## src/rtl/timer_pkg.sv

```systemverilog
// Shared definitions for the timer APB register slice: register addresses,
// register bit positions, handshake FSM state encoding and the
// address-error decode used by both the read and the write path.
package timer_pkg;

    // Register addresses
    localparam logic [7:0] ADDR_TDR  = 8'h00;
    localparam logic [7:0] ADDR_TCR  = 8'h01;
    localparam logic [7:0] ADDR_TSR  = 8'h02;
    localparam logic [7:0] ADDR_TIE  = 8'h03;
    localparam logic [7:0] ADDR_TCNT = 8'h04;

    // TCR bit positions
    localparam int TCR_EN     = 0;
    localparam int TCR_UP_DN  = 1;
    localparam int TCR_CKS_LO = 2;
    localparam int TCR_CKS_HI = 3;
    localparam int TCR_LOAD   = 7;

    // TSR / TIE bit positions (TIE enables line up with TSR flags)
    localparam int TSR_OVF    = 0;
    localparam int TSR_UDF    = 1;
    localparam int TIE_OVF_IE = 0;
    localparam int TIE_UDF_IE = 1;

    // APB handshake states
    typedef enum logic [1:0] {
        ST_IDLE  = 2'd0,
        ST_SETUP = 2'd1,
        ST_WAIT  = 2'd2,
        ST_READY = 2'd3
    } apb_state_t;

    // Unmapped address, or a write to the read-only counter snapshot
    function automatic logic addr_error(input logic [7:0] addr, input logic write);
        return (addr > ADDR_TCNT) || (write && (addr == ADDR_TCNT));
    endfunction

endpackage

```

## src/rtl/timer_apb_fsm.sv

```systemverilog
// APB handshake FSM for the timer register slice.
// Optional macro TIMER_APB_WAIT_EN: when defined, one wait state is inserted
// so pready is high in the second access cycle; when undefined, WAIT is
// skipped and pready is high in the first access cycle.
// SETUP is the bus setup cycle itself, recognised combinationally from IDLE
// with psel & !penable, so the registered state already holds WAIT/READY
// during the first access cycle.
module timer_apb_fsm
    import timer_pkg::*;
(
    input  logic cpu_clk,
    input  logic cpu_rstn,
    input  logic psel,
    input  logic penable,
    output logic pready,
    output logic commit,
    output logic rd_load
);

    apb_state_t r_state;
    apb_state_t w_cur;
    apb_state_t w_next;
    logic       r_pready;

    // Current phase (including the setup cycle) and next-state decode
    always_comb begin
        // NOTE: every signal written here gets a default first so no latch is inferred.
        w_cur = r_state;
        if ((r_state == ST_IDLE) && psel && !penable) begin
            w_cur = ST_SETUP;
        end

        w_next = ST_IDLE;
        case (w_cur)
            ST_IDLE:  w_next = ST_IDLE;
`ifdef TIMER_APB_WAIT_EN
            ST_SETUP: w_next = ST_WAIT;
`else
            ST_SETUP: w_next = ST_READY;
`endif
            ST_WAIT:  w_next = ST_READY;
            ST_READY: w_next = ST_IDLE;
            default:  w_next = ST_IDLE;
        endcase

        // Dropping psel abandons the transfer from any state
        if (!psel) begin
            w_next = ST_IDLE;
        end
    end

    // State register with registered pready
    always_ff @(posedge cpu_clk or negedge cpu_rstn) begin
        if (!cpu_rstn) begin
            r_state  <= ST_IDLE;
            r_pready <= 1'b0;
        end else begin
            // NOTE: flops use non-blocking assignments so every flop samples pre-edge values.
            r_state  <= w_next;
            r_pready <= (w_next == ST_READY);
        end
    end

    assign pready  = r_pready;
    // Writes commit on the edge that ends the READY cycle
    assign commit  = r_pready;
    // Read data is captured on the edge that enters READY
    assign rd_load = (w_next == ST_READY);

endmodule

```

## src/rtl/timer_apb_regs.sv

```systemverilog
// APB register file for a simple 8-bit timer: TDR reload, TCR control with
// a self-clearing load strobe, W1C status flags with set-priority, interrupt
// enables and a read-only counter snapshot.
// Optional macro TIMER_APB_WAIT_EN (in timer_apb_fsm) adds one APB wait state.
module timer_apb_regs
    import timer_pkg::*;
(
    input  logic       cpu_clk,
    input  logic       cpu_rstn,
    input  logic       psel,
    input  logic       penable,
    input  logic       pwrite,
    input  logic [7:0] paddr,
    input  logic [7:0] pwdata,
    output logic [7:0] prdata,
    output logic       pready,
    output logic       pslverr,
    input  logic [7:0] cnt_in,
    input  logic       ovf_set,
    input  logic       udf_set,
    output logic [7:0] tdr,
    output logic       en,
    output logic       up_dn,
    output logic [1:0] cks,
    output logic       load_pulse,
    output logic       irq
);

    logic       w_commit;
    logic       w_rd_load;
    logic       w_err;
    logic       w_wr;
    logic [7:0] w_rdata;
    logic [1:0] w_tsr_set;
    logic [1:0] w_tsr_clr;

    logic [7:0] r_tdr;
    logic [3:0] r_tcr;
    logic [1:0] r_tsr;
    logic [1:0] r_tie;
    logic       r_load;
    logic [7:0] r_prdata;
    logic       r_pslverr;

    timer_apb_fsm u_fsm (
        .cpu_clk  (cpu_clk),
        .cpu_rstn (cpu_rstn),
        .psel     (psel),
        .penable  (penable),
        .pready   (pready),
        .commit   (w_commit),
        .rd_load  (w_rd_load)
    );

    assign w_err = addr_error(paddr, pwrite);
    assign w_wr  = w_commit && pwrite && !w_err;

    // Read mux; unused bits read as zero
    always_comb begin
        w_rdata = 8'h00;
        case (paddr)
            ADDR_TDR:  w_rdata = r_tdr;
            ADDR_TCR:  w_rdata = {4'b0000, r_tcr};
            ADDR_TSR:  w_rdata = {6'b000000, r_tsr};
            ADDR_TIE:  w_rdata = {6'b000000, r_tie};
            ADDR_TCNT: w_rdata = cnt_in;
            default:   w_rdata = 8'h00;
        endcase
    end

    // Status flag set/clear terms; a coincident set overrides the W1C clear
    assign w_tsr_set[TSR_OVF] = ovf_set;
    assign w_tsr_set[TSR_UDF] = udf_set;
    assign w_tsr_clr = (w_wr && (paddr == ADDR_TSR)) ? pwdata[1:0] : 2'b00;

    // Control/status registers and the load strobe
    always_ff @(posedge cpu_clk or negedge cpu_rstn) begin
        if (!cpu_rstn) begin
            r_tdr  <= 8'h00;
            r_tcr  <= 4'h0;
            r_tsr  <= 2'b00;
            r_tie  <= 2'b00;
            r_load <= 1'b0;
        end else begin
            r_tsr  <= (r_tsr & ~w_tsr_clr) | w_tsr_set;
            r_load <= w_wr && (paddr == ADDR_TCR) && pwdata[TCR_LOAD];
            if (w_wr) begin
                case (paddr)
                    ADDR_TDR: r_tdr <= pwdata;
                    ADDR_TCR: r_tcr <= pwdata[TCR_CKS_HI:TCR_EN];
                    ADDR_TIE: r_tie <= pwdata[TIE_UDF_IE:TIE_OVF_IE];
                    default:  ;
                endcase
            end
        end
    end

    // Read data and error response, captured on entry to READY
    always_ff @(posedge cpu_clk or negedge cpu_rstn) begin
        if (!cpu_rstn) begin
            r_prdata  <= 8'h00;
            r_pslverr <= 1'b0;
        end else begin
            r_pslverr <= w_rd_load && w_err;
            if (w_rd_load) begin
                r_prdata <= w_err ? 8'h00 : w_rdata;
            end
        end
    end

    assign prdata     = r_prdata;
    assign pslverr    = r_pslverr;
    assign tdr        = r_tdr;
    assign en         = r_tcr[TCR_EN];
    assign up_dn      = r_tcr[TCR_UP_DN];
    assign cks        = r_tcr[TCR_CKS_HI:TCR_CKS_LO];
    assign load_pulse = r_load;
    assign irq        = |(r_tsr & r_tie);

endmodule

```

## config.mk

```make
export PLATFORM = sky130hd
export DESIGN_NAME = timer_apb_regs
export DESIGN_NICKNAME = d
export VERILOG_FILES = /design/src/rtl/timer_pkg.sv /design/src/rtl/timer_apb_fsm.sv /design/src/rtl/timer_apb_regs.sv
export SDC_FILE = /design/constraint.sdc
export NUM_CORES = 1
export LEC_CHECK = 0
export CAP_MARGIN = 20
export CORE_AREA = 2 2 57 70
export DETAILED_ROUTE_END_ITERATION = 6
export DIE_AREA = 0 0 59 72
export HOLD_SLACK_MARGIN = 0.02
export PLACE_DENSITY = 0.71
export SLEW_MARGIN = 20
export SYNTH_ARGS = -nofsm -noshare
export SYNTH_HDL_FRONTEND = slang
export SYNTH_SLANG_ARGS = --single-unit
```

## constraint.sdc

```tcl
create_clock -name cpu_clk -period 3.6 [get_ports cpu_clk]
set_clock_uncertainty 0.15 [all_clocks]
set_input_delay 0.54 -clock cpu_clk [delete_from_list [all_inputs] [get_ports cpu_clk]]
set_output_delay 0.54 -clock cpu_clk [all_outputs]
set_load 0.005 [all_outputs]
```

# Word level (Yosys, flattened, before mapping)
# Cells that the tools add are included.
word_totals:
  wordCells: 49
  input_bits: 31
  out_inout_bits: 24
  regBits: 29
op_classes:
  reduce_logical: 21
  n_mux: 6
  n_bitwise: 4
  n_lt_le_gt_ge: 1
  eq_ne: 8
op_table:
  columns: ["cell", "count"]
  rows:
  - ["$pmux 8 s5", 1]
  - ["$eq 8x2->1 const B", 2]
  - ["$logic_and 1x1->1", 9]
  - ["$eq 8x1->1 const B", 1]
  - ["$eq 8x3->1 const B", 1]
  - ["$gt 8x3->1 const B", 1]
  - ["$logic_not 8->1", 1]
  - ["$mux 8", 1]
  - ["$eq 2x2->1 const B", 3]
  - ["$mux 2", 3]
  - ["$reduce_and 2->1", 3]
  - ["$reduce_or 2->1", 3]
  - ["$and 2x2->2", 2]
  - ["$logic_not 2->1", 2]
  - ["$pmux 2 s2", 1]
  - ["$eq 2x1->1 const B", 1]
  - ["$logic_not 1->1", 2]
  - ["$not 2->2", 1]
  - ["$or 2x2->2", 1]
  - ["$logic_or 1x1->1", 1]

# Depth between registers and ports, before layout
logic_depth:
  ltp_word: 10
  ltp_mapped: 5

# By module
# Synthesis repeated with hierarchy kept, for this count alone.
unflattened:
  cells_unflattened: 110
  hier_area_um2: 1311.3
modules_own_cells:
  columns: ["mod", "instances", "cells_each", "area_each_um2"]
  rows:
  - ["timer_apb_regs", 1, 107, 1266.2]
  - ["timer_apb_fsm", 1, 3, 45.0]

# Worst setup path before layout
# No wires, ideal clock.
synth_path:
  kind: "in2reg"
  start: "in paddr[7]"
  end: "reg r_tie[0]"
  path_stages: 3
  required_ns: 3.322
  arrival_ns: 1.665
  setup_ns: 0.128
  setup_slack_ns: 1.657
  cell_sequence: "or4b_4 > nor4b_4 > mux2_1"
synth_between:
  elab_chain_cells: 6
  elab_cells_between_ends: 8
synth_lines:
  columns: ["item", "line_no", "source"]
  rows:
  - ["from (decl)", "timer_apb_regs.sv:13", "input logic [7:0] paddr,"]
  - ["parallel branches: the longest is 5 deep, another holds $gt 8x3->1", null, null]
  - ["$reduce_and 2->1 (no line) *", null, null]
  - ["to (signal assigned)", "timer_apb_regs.sv:91", "ADDR_TIE: r_tie <= pwdata[TIE_UDF_IE:TIE_OVF_IE];"]
  - ["to (decl)", "timer_apb_regs.sv:40", "logic [1:0] r_tie;"]
# Mark *: on every way between the ends.
# A chain may end at the register's enable or synchronous reset.

# Final worst setup path
layout_path:
  start: "in paddr[2]"
  end: "reg r_tsr[0]"
layout_between:
  elab_chain_cells: 10
  elab_cells_between_ends: 12
layout_lines:
  columns: ["item", "line_no", "source"]
  rows:
  - ["parallel branches: the longest is 5 deep, another holds $gt 8x3->1", null, null]
  - ["$logic_and 1x1->1 *", "timer_apb_regs.sv:74", "assign w_tsr_clr = (w_wr && (paddr == ADDR_TSR)) ? pwdata[1:0] : 2'b00;"]
  - ["$mux 2 *", "timer_apb_regs.sv:74", null]
  - ["$not 2->2 *", "timer_apb_regs.sv:85", "r_tsr <= (r_tsr & ~w_tsr_clr) | w_tsr_set;"]
  - ["$and 2x2->2 *", "timer_apb_regs.sv:85", null]
  - ["$or 2x2->2 *", "timer_apb_regs.sv:85", null]
  - ["to (signal assigned)", "timer_apb_regs.sv:85", null]
  - ["to (decl)", "timer_apb_regs.sv:39", "logic [1:0] r_tsr;"]
# Marked as above.

==> run metrics <==
Setup Viol. Count Final=0; Final Hold Viols=0; Slew @ Worst Pin=0.643 ns; first-pass GRT wire length=5450 um; I/O Pins=55; Port Buffers=54; CP max-delay cell=clkdlybuf4s50_1; post-synthesis sequential area ratio=51.1%; Post-DRT Antenna Nets=0; placed cell area=1900 sq um; setup TNS=0 ns; Via density=5.38; Final min period=2.38 ns; DRC=0; # rows=24; Net Count, Synth=140; initial antenna violation count=0; CP delay by family, top=buffers and inverters; number of synthesized register bits=27; FF-to-FF setup slack=1.75 ns; CP Class=in2reg; Power Dens Cells=291 nW/um^2; total of cells resized after clock tree synthesis=0; largest cells by area after synthesis=dfrtp_1 51%, mux2_2 10%, mux2i_1 4.5%, mux4_2 3.4%, o21ai_0 2.6%; Reg2Reg Depth=4; Skew-Pair Late Insertion Delay=0.28 ns; placer congestion estimate=0.791; Mapped Cells=109; net switching power=0.000135 W; Area Overhead vs Synth=47.6%; clk buf depth=2; H-tree depth=1; average wire per standard cell=16.4 um; Crit path depth=4; Min-Delay Path Depth=2; Max Cap Viol=0; Final Cycle Share=66.2%; vias in the first global route=1149; critical path cell sequence=clkdlybuf4s50_1 > or3b_2 > o41ai_1 > nand2b_1; endpoint class of the critical path=flip-flop; Seq pwr share=54.3%; Iter 0 DRT Violations=44; number of inserted diodes=0; Die H=72 um; VDD IR max=161 uV; Layout Nets=196; mapped cell area=1320 sq um; Tot GR Track Use=16.9%; power share of the clock group=31.2%; Vias=1092; max-slew violation count=0; area of the core=3540 sq um; TritonCTS clock tree=yes; Final Cell Area=1950 sq um; Comb pwr share=14.4%; CTS buffer count=3; Min-Delay Path Class=reg2reg; final WL=3340 um; Synth cell types=29; yosys warns=0; Die X=59 um; run status=finished clean; CP Launch Type=input port; Slew headroom=57.0%; die area=4250 sq um; cell taking the most area after synthesis=dfrtp_1; largest net degree at the start of global routing=28; Buf+Inv Stages, Crit Path=1; clock slew at reported path FFs=0.09 ns; P_int=0.000434 W; CP arrival=2.39 ns; Post-CTS Setup Repair Bufs=0; Largest stage delay, worst path=0.74 ns; Initial Utilization=37.3%; DP Wirelength=2550 um; layout cells sized above 1=16.5%; switching share of power=23.7%; synthesized area per cell=12.1 sq um; Sink Count=27; worst path required time=3.61 ns; unrepaired setup endpoints after global routing=false; CTS root buf=clkbuf_8; grt ovf=0; Pre-antenna DRT Iters=6; CP max FO=18; Max Freq=420 MHz; Post-CTS Hold Buffers=0; leakage power=0.837 nW; proportion of netlist area held by the largest area contributor=51.1%; Fillers=339
## through the flow
stage               cells  util [%]  setup slack, ns  power (W)  hold slack, ns
CTS                   203      55.1             1.20   0.000576           0.352
detailed placement    199      53.7            0.897   0.000398           0.329
global placement      199      53.7             1.01   0.000396           0.315
global route          203      55.1             1.10   0.000590           0.368
floorplan             109         -             1.66   0.000342          0.0944
finish                203      55.1             1.22   0.000569           0.345
## power by group through the flow
stage	Clock, W	Sequential (W)	Combinational (W)
after detailed placement	0	0.000315	0.0000828
after floorplan	0	0.000315	0.0000271
after CTS	0.000184	0.000309	0.0000831
after global routing	0.000191	0.000310	0.0000892
final	0.000178	0.000309	0.0000821
after global placement	0	0.000315	0.0000813
## synthesized netlist by cell type
cell type  instances
dfrtp_1           27
mux2_2            12
nand2_1            9
o21ai_0            7
mux2i_1            6
nand2b_1           4
nand4_1            4
nor2_1             4
clkbuf_1           3
nor2b_1            3
or3b_2             3
a21oi_1            2
a22oi_1            2
a2bb2oi_1          2
a32oi_1            2
inv_1              2
mux2_1             2
mux4_2             2
nor4_1             2
o41ai_1            2
a22o_1             1
and2_1             1
buf_2              1
nand4_2            1
nor4_2             1
nor4b_4            1
o31ai_1            1
or2_2              1
or4b_4             1
## worst paths after layout
path,endpoint,start
worst max-delay path,r_tsr[0],paddr[2]
worst min-delay path,prdata[3],prdata[3]
worst max register to register,prdata[5],u_fsm.r_state[0]
worst min register to register,prdata[3],prdata[3]
max in group asynchronous,r_tie[0],cpu_rstn
min in group asynchronous,pslverr,cpu_rstn
## layout make-up
| cell class | count | area (sq um) | area share [%] |
|---|---|---|---|
| timing repair buffer | 55 | 548 | 28.1 |
| multi-input combinational | 76 | 623 | 31.9 |
| clock inverter | 1 | 7.51 | 0.385 |
| inverter | 2 | 7.51 | 0.385 |
| sequential | 27 | 676 | 34.6 |
| tap | 39 | 48.8 | 2.50 |
| clock buffer | 3 | 41.3 | 2.12 |
## placed cells by master (no fill, tap or decap)
cell and instances:
nor2_1 4, clkinvlp_4 1, a2bb2oi_1 2, mux2i_1 6
o31ai_1 1, a21oi_1 2, or2_2 1, clkbuf_8 3
nand2b_1 4, or4b_4 1, nor4b_4 1, a22o_1 1
or3b_2 3, nand4_1 4, mux4_2 2, clkdlybuf4s50_1 54
buf_4 1, o41ai_1 2, nor2b_1 3, nand2_1 9
nor4_2 1, a32oi_1 2, inv_1 2, and2_1 1
o21ai_0 7, nor4_1 2, nand4_2 1, a22oi_1 2
mux2_2 12, dfrtp_1 27, mux2_1 2
## routing by layer
| layer | global-route usage (%) | wire [um] |
|---|---|---|
| met5 | 0 | 0 |
| met4 | 9.09 | 128 |
| met3 | 3.21 | 159 |
| met2 | 27.9 | 1670 |
| met1 | 20.7 | 1380 |
## flip-flops by register name (all words and copies together) (netlist names)
signal	cells
load_pulse	1
prdata	8
pslverr	1
r_tcr	4
r_tie	2
r_tsr	2
tdr	8
u_fsm.r_state	1
## tightest hold or removal path, cell delays in order (launching register included)
cell	delay [ns]
dfrtp_1	0.35
nand2_1	0.05
o21ai_0	0.06
## logic make-up (layout without fill, tap and decap cells)
family / after synthesis / count (layout) / synth area share [%]
AOI/OAI and AO/OA: 19 / 19 / 9.75
buffers and inverters: 6 / 61 / 1.80
and+or+nand+nor: 35 / 35 / 17.5
DFF: 27 / 27 / 51.1
muxes: 22 / 22 / 19.9
(Power assumes the default switching activity.)
